`config.mk`:
```
export PLATFORM = sky130hd
export DESIGN_NAME = bitwise_logic_unit
export DESIGN_NICKNAME = d
export VERILOG_FILES = /design/src/rtl/bitwise_logic_unit_pkg.sv /design/src/rtl/bitwise_logic_unit_lane_op.sv /design/src/rtl/bitwise_logic_unit.sv
export SDC_FILE = /design/constraint.sdc
export NUM_CORES = 1
export LEC_CHECK = 0
export BUFFER_PORTS_ARGS = -buffer_cell sky130_fd_sc_hd__buf_2
export CAP_MARGIN = 0
export CORE_UTILIZATION = 25
export CTS_CLUSTER_DIAMETER = 100
export DETAILED_ROUTE_END_ITERATION = 10
export PLACE_DENSITY = 0.42
export SETUP_SLACK_MARGIN = 0.3
export SLEW_MARGIN = 20
export SYNTH_ARGS = -nofsm -noshare
export SYNTH_HDL_FRONTEND = slang
export SYNTH_SLANG_ARGS = --single-unit
```
`constraint.sdc`:
```
create_clock -name clk -period 7.1 [get_ports clk]
set_input_delay 1.42 -clock clk [delete_from_list [all_inputs] [get_ports clk]]
set_output_delay 1.42 -clock clk [all_outputs]
set_load 0.1 [all_outputs]
```
`src/rtl/bitwise_logic_unit_pkg.sv`:
```
// Shared encodings for the bitwise logic unit:
// op select values, FSM states and a sizing helper.
package bitwise_logic_unit_pkg;

  typedef enum logic [2:0] {
    OP_AND  = 3'b000,
    OP_OR   = 3'b001,
    OP_XOR  = 3'b010,
    OP_NAND = 3'b011,
    OP_NOR  = 3'b100,
    OP_XNOR = 3'b101,
    OP_NOT  = 3'b110,
    OP_PASS = 3'b111
  } op_e;

  typedef enum logic [1:0] {
    ST_IDLE = 2'b00,
    ST_BUSY = 2'b01,
    ST_DONE = 2'b10
  } state_e;

  function automatic int lane_idx_w(input int n);
    return (n > 1) ? $clog2(n) : 1;
  endfunction

endpackage

```
`src/rtl/bitwise_logic_unit_lane_op.sv`:
```
// One LANE-wide slice of the bitwise datapath:
// a pure op-select mux over the eight operations.
module bitwise_lane_op
  import bitwise_logic_unit_pkg::*;
#(
  parameter int LANE = 5
) (
  input  op_e             op,
  input  logic [LANE-1:0] a,
  input  logic [LANE-1:0] b,
  output logic [LANE-1:0] y
);

  always_comb begin
    y = '0;
    unique case (op)
      OP_AND:  y = a & b;
      OP_OR:   y = a | b;
      OP_XOR:  y = a ^ b;
      OP_NAND: y = ~(a & b);
      OP_NOR:  y = ~(a | b);
      OP_XNOR: y = ~(a ^ b);
      OP_NOT:  y = ~a;
      OP_PASS: y = a;
    endcase
  end

endmodule

```
`src/rtl/bitwise_logic_unit.sv`:
```
// Multi-cycle bitwise logic unit: latches an op, walks the
// operands LANE bits per cycle, then holds result and flags.
module bitwise_logic_unit
  import bitwise_logic_unit_pkg::*;
#(
  parameter int WIDTH = 20,
  parameter int LANE  = 5
) (
  input  logic             clk,
  input  logic             rst,
  input  logic             in_valid,
  output logic             in_ready,
  input  logic [2:0]       op,
  input  logic [WIDTH-1:0] i0,
  input  logic [WIDTH-1:0] i1,
  output logic             out_valid,
  input  logic             out_ready,
  output logic [WIDTH-1:0] s,
  output logic             zero,
  output logic             parity
);

  localparam int NLANE = WIDTH / LANE;
  localparam int IW    = lane_idx_w(NLANE);
  localparam logic [IW-1:0] LAST = IW'(NLANE - 1);

  if (LANE < 1 || WIDTH % LANE != 0) begin : g_bad_lane
    $error("WIDTH must be a positive multiple of LANE");
  end

  state_e           state;
  logic [IW-1:0]    idx;
  op_e              op_q;
  logic [WIDTH-1:0] a_q;
  logic [WIDTH-1:0] b_q;
  logic [WIDTH-1:0] res_q;
  logic [WIDTH-1:0] res_next;
  logic [WIDTH-1:0] s_q;
  logic             rdy_q;
  logic             vld_q;
  logic             zero_q;
  logic             par_q;
  logic [LANE-1:0]  lane_y;
  int unsigned      base;

  assign base = 32'(idx) * 32'(LANE);

  bitwise_lane_op #(
    .LANE (LANE)
  ) u_lane (
    .op (op_q),
    .a  (a_q[base +: LANE]),
    .b  (b_q[base +: LANE]),
    .y  (lane_y)
  );

  // Full word with the current lane merged in; flags come from this
  always_comb begin
    res_next = res_q;
    res_next[base +: LANE] = lane_y;
  end

  always_ff @(posedge clk) begin
    if (rst) begin
      state  <= ST_IDLE;
      idx    <= '0;
      op_q   <= OP_AND;
      a_q    <= '0;
      b_q    <= '0;
      res_q  <= '0;
      s_q    <= '0;
      rdy_q  <= 1'b1;
      vld_q  <= 1'b0;
      zero_q <= 1'b0;
      par_q  <= 1'b0;
    end else begin
      case (state)
        ST_IDLE: begin
          if (in_valid) begin
            op_q  <= op_e'(op);
            a_q   <= i0;
            b_q   <= i1;
            idx   <= '0;
            rdy_q <= 1'b0;
            state <= ST_BUSY;
          end
        end
        ST_BUSY: begin
          res_q <= res_next;
          if (idx == LAST) begin
            idx    <= '0;
            s_q    <= res_next;
            zero_q <= ~|res_next;
            par_q  <= ^res_next;
            vld_q  <= 1'b1;
            state  <= ST_DONE;
          end else begin
            idx <= idx + 1'b1;
          end
        end
        ST_DONE: begin
          if (out_ready) begin
            vld_q <= 1'b0;
            rdy_q <= 1'b1;
            state <= ST_IDLE;
          end
        end
        default: begin
          rdy_q <= 1'b1;
          vld_q <= 1'b0;
          state <= ST_IDLE;
        end
      endcase
    end
  end

  assign in_ready  = rdy_q;
  assign out_valid = vld_q;
  assign s         = s_q;
  assign zero      = zero_q;
  assign parity    = par_q;

endmodule

```
==> reports/results.md <==
Run status
• finished, final reports clean — run status

Critical path
• idx[0] — launch instance of the worst register-to-register path
• reg2reg — type of the worst setup path
• sky130_fd_sc_hd__o2111ai_1 — Max stage delay cell, worst path
• idx[0] — Critical Path Source
• flop — sort of element at the start of the critical path
• sky130_fd_sc_hd__xnor2_1 — CP dominant cell by count
• compound AO/OA/AOI/OAI gates — critical path's top delay family
• 15 — CP max FO
• flop — element type at the critical path end
• 4.68 ns — arrival time worst endpoint
• 0.78 ns — crit-path max cell delay
• 1 — count of buffering cells on the critical path with inverters included
• 7.36 ns — Worst Path Required
• buf_4 -> mux2_2 -> o21ai_0 -> ha_1 -> a21oi_1 -> o2111ai_1 -> o211ai_1 -> and2_1 -> ha_1 -> xnor2_1 -> xnor2_1 -> xnor2_1 -> xnor2_1 -> a211oi_1 — chain of cells forming the critical path

Cells and area
• sky130_fd_sc_hd__nand2_1, sky130_fd_sc_hd__dfxtp_1, sky130_fd_sc_hd__a21oi_1 — most frequent cells in the layout
• 2194 — number of fillers in the final layout
• 0.195 — share of cells above drive strength 1
• 1820 µm² — FF+latch area
• 5990 µm² — post-route cell area
• 3080 µm² — area used by multi-input combinational logic
• 0 — Antenna diodes
• 16.9% — area growth from synthesis to layout
• sky130_fd_sc_hd__nand2_1 — commonest non-fill, non-tap cell in the layout
• 730 — layout net count

Floorplanning
• 71 — I/O pin count
• 0.259 — initial cell density of the core
• 145 µm — die outline width
• 51 — number of rows in the core area
• 21100 µm² — DIE AREA
• 145 µm — die boundary height
• 19800 µm² — Core Footprint

Synth
• sky130_fd_sc_hd__dfxtp_1 — cell accounting for the most synthesized area
• 5120 µm² — synthesized cell area
• 0.0635 — adder-cell share of the synthesized area
• 0.0154 — post-synthesis share of cell area spent on xor and xnor gates
• 0.211 — post-synthesis compound-gate area fraction
• 91 — count of state elements after synthesis
• 0.356 — part of the Yosys area used for sequential elements
• 0 — number of flops mapped to enable cells by yosys
• 8.43 µm² — mean instance size in the synthesized netlist
• 0 — Async S/R FF share, synth
• sky130_fd_sc_hd__dfxtp_1 — most used flip-flop cell after synthesis
• 0.219 — simple logic cell fraction of the synthesized area
• 0 — Syn. warnings
• 0.356 — area share of the leading cell type in the synthesized netlist
• 681 — net count after synthesis
• sky130_fd_sc_hd__dfxtp_1, sky130_fd_sc_hd__nand2_1, sky130_fd_sc_hd__a21oi_1, sky130_fd_sc_hd__ha_1, sky130_fd_sc_hd__o2111ai_1 — largest cells by area after synthesis
• 0.0916 — multiplexer area fraction after synthesis
• 608 — synthesized instance count
• simple AND/OR/NAND/NOR gates — combinational family with the most area after synthesis
• 46 — distinct cell type count of the synthesized netlist

Timing
• false — setup repair after global routing missed its margin
• 0 — setup-violating endpoint count in the final report
• 0.343 — Worst slew margin
• 0 — count of pins over their slew limit
• 2.68 ns — crit path setup slack, layout
• 0.986 ns — measured slew at the worst slew-check pin
• 0 — hold violation count in the final report
• 0 ns — total negative slack
• 4.42 ns — minimum clock period
• 0.0161 ns — worst clock skew on the final layout
• 0.622 — Period Utilization, post-route
• 226 MHz — top achievable clock speed
• 0.452 ns — final hold slack

Placed design
• 0.764 — Final Wtd Congestion
• 5690 µm² — area post-placement
• 70 — port bufs
• 2.67 ns — Setup Slack @ Placement
• 10.1 mm — half-perimeter wire length after detailed placement

Global route
• 0 — number of antenna violations at the first check in global routing
• 92 — largest net degree at the start of global routing
• 23.2 mm — global-route wire length before repair
• 4293 — number of global-route vias before repair
• 0.140 — gr usage total
• 0 — leftover overflow at the end of global routing

Power and ir drop
• 0.296 — share of total power consumed by net switching
• 0.187 — proportion of power drawn by combinational gates
• 0.433 — Reg power frac
• 882 µW — internal power of the cells
• 0.00222 µW — leakage component of the power
• 370 µW — Net Switching
• 209 nW/µm² — pwr dens
• 0.380 — power share of the clock group
• 0.117 mV — maximum vdd ir drop

Hold path
• res_q[15] — startpoint of the worst hold path
• reg2reg — min-delay worst type

Clock tree
• 9 — total CTS buffers
• 0.35 ns — clock latency of the later-clocked register in the worst-skew pair
• 0 — buffers inserted by post-CTS timing repair
• 2 — number of buffers on the longest clock path
• 3 — total number of H-tree levels
• done — clock tree from TritonCTS
• 0.07 ns — clock transition at the register clock pins on the worst setup and hold paths after CTS
• 0 — number of cells upsized or downsized after cts
• 91 — Sink Count
• 0 — cts hold-fix bufs
• sky130_fd_sc_hd__clkbuf_16 — CTS Root Cell

Routing
• 14.2 mm — total length of routed wires
• 4411 — DR vias
• 0 — count of nets left with antenna violations after detail routing
• 4 — detailed-routing iteration count for the pre-antenna-repair pass
• 233 — First DRT Iteration DRCs
• 0 — # DRC
• 15.3 µm — per-cell routed wire length
• 4.76 — post-detailed-route via-to-cell ratio

Flow run
• 0 — Maximum Capacitance Violations

[per-stage QoR]
step / cells / util / total power (µW)
3_5_place_dp: 911 / 0.288 / 790
5_1_grt: 927 / 0.303 / 1320
4_1_cts: 927 / 0.303 / 1270
2_1_floorplan: 608 / - / 724
6_report: 927 / 0.303 / 1250
3_3_place_gp: 911 / 0.288 / 784
[cell type report]
type,count,area share
Timing Repair Buffer,78,0.0685
Tap cell,265,0.0554
Clock inverter,4,0.00522
Inverter,13,0.00815
Clock buffer,12,0.0445
Multi-Input combinational cell,464,0.514
Sequential cell,91,0.304
[flip-flops by register name, summed over array words and instances, names as in the netlist]
signal and flops:
idx 2, parity 1, op_q 3, a_q 20
b_q 20, zero 1, s 20, res_q 20
state 2, in_ready 1, out_valid 1
[Yosys cell counts, types with 2 or more instances]
cell type and instances:
sky130_fd_sc_hd__mux2_2 12, sky130_fd_sc_hd__o211ai_2 4, sky130_fd_sc_hd__a311oi_1 16, sky130_fd_sc_hd__mux2i_1 14, sky130_fd_sc_hd__ha_1 26, sky130_fd_sc_hd__nor2b_1 2
sky130_fd_sc_hd__inv_1 12, sky130_fd_sc_hd__a21o_1 5, sky130_fd_sc_hd__a311oi_2 4, sky130_fd_sc_hd__buf_2 4, sky130_fd_sc_hd__nor2_1 31, sky130_fd_sc_hd__and2_1 21
sky130_fd_sc_hd__xnor2_1 9, sky130_fd_sc_hd__nor3b_1 10, sky130_fd_sc_hd__o2111ai_1 24, sky130_fd_sc_hd__o21ai_0 11, sky130_fd_sc_hd__buf_4 3, sky130_fd_sc_hd__nand2_1 135
sky130_fd_sc_hd__mux4_2 5, sky130_fd_sc_hd__nand2b_1 25, sky130_fd_sc_hd__o211ai_1 16, sky130_fd_sc_hd__a211oi_1 2, sky130_fd_sc_hd__clkbuf_2 2, sky130_fd_sc_hd__nand4_1 2
sky130_fd_sc_hd__clkbuf_1 29, sky130_fd_sc_hd__a21oi_1 72, sky130_fd_sc_hd__dfxtp_1 91, sky130_fd_sc_hd__mux2i_4 3
[worst paths after layout]
kind / endpoint / slack (ns) / cells past startpoint
worst max register to register: parity / 2.68 / 14
worst min-delay path: res_q[15] / 0.45 / 2
worst max-delay path: parity / 2.68 / 14
worst min register to register: res_q[15] / 0.45 / 2
[metal layers]
layer	track usage	vias up	wire, µm
met4	0.0589	0	159
met5	0	-	0
met1	0.186	2037	6810
li1	-	2260	-
met2	0.218	104	6670
met3	0.0308	10	586
[tightest hold or removal path: cells and delay by family (launching register included)]
kind | cells | cell delay, ns
DFF | 1 | 0.31
and+or+nand+nor | 1 | 0.05
AOI/OAI and AO/OA | 1 | 0.05
[power by group through the flow]
stage	combinational, µW	sequential [µW]	clock (µW)
floorplan	171	553	0
global placement	230	554	0
detailed placement	235	555	0
CTS	236	543	493
global route	260	546	514
finish	234	543	476
[kinds of logic after synthesis]
| kind of cell | count (synthesis) |
|---|---|
| adders and majority gates | 26 |
| buffers and inverters | 53 |
| and+or+nand+nor | 238 |
| muxes | 35 |
| DFF | 91 |
| xor gates and xnor gates | 9 |
| AOI/OAI and AO/OA | 156 |
(Power assumes the default switching activity.)
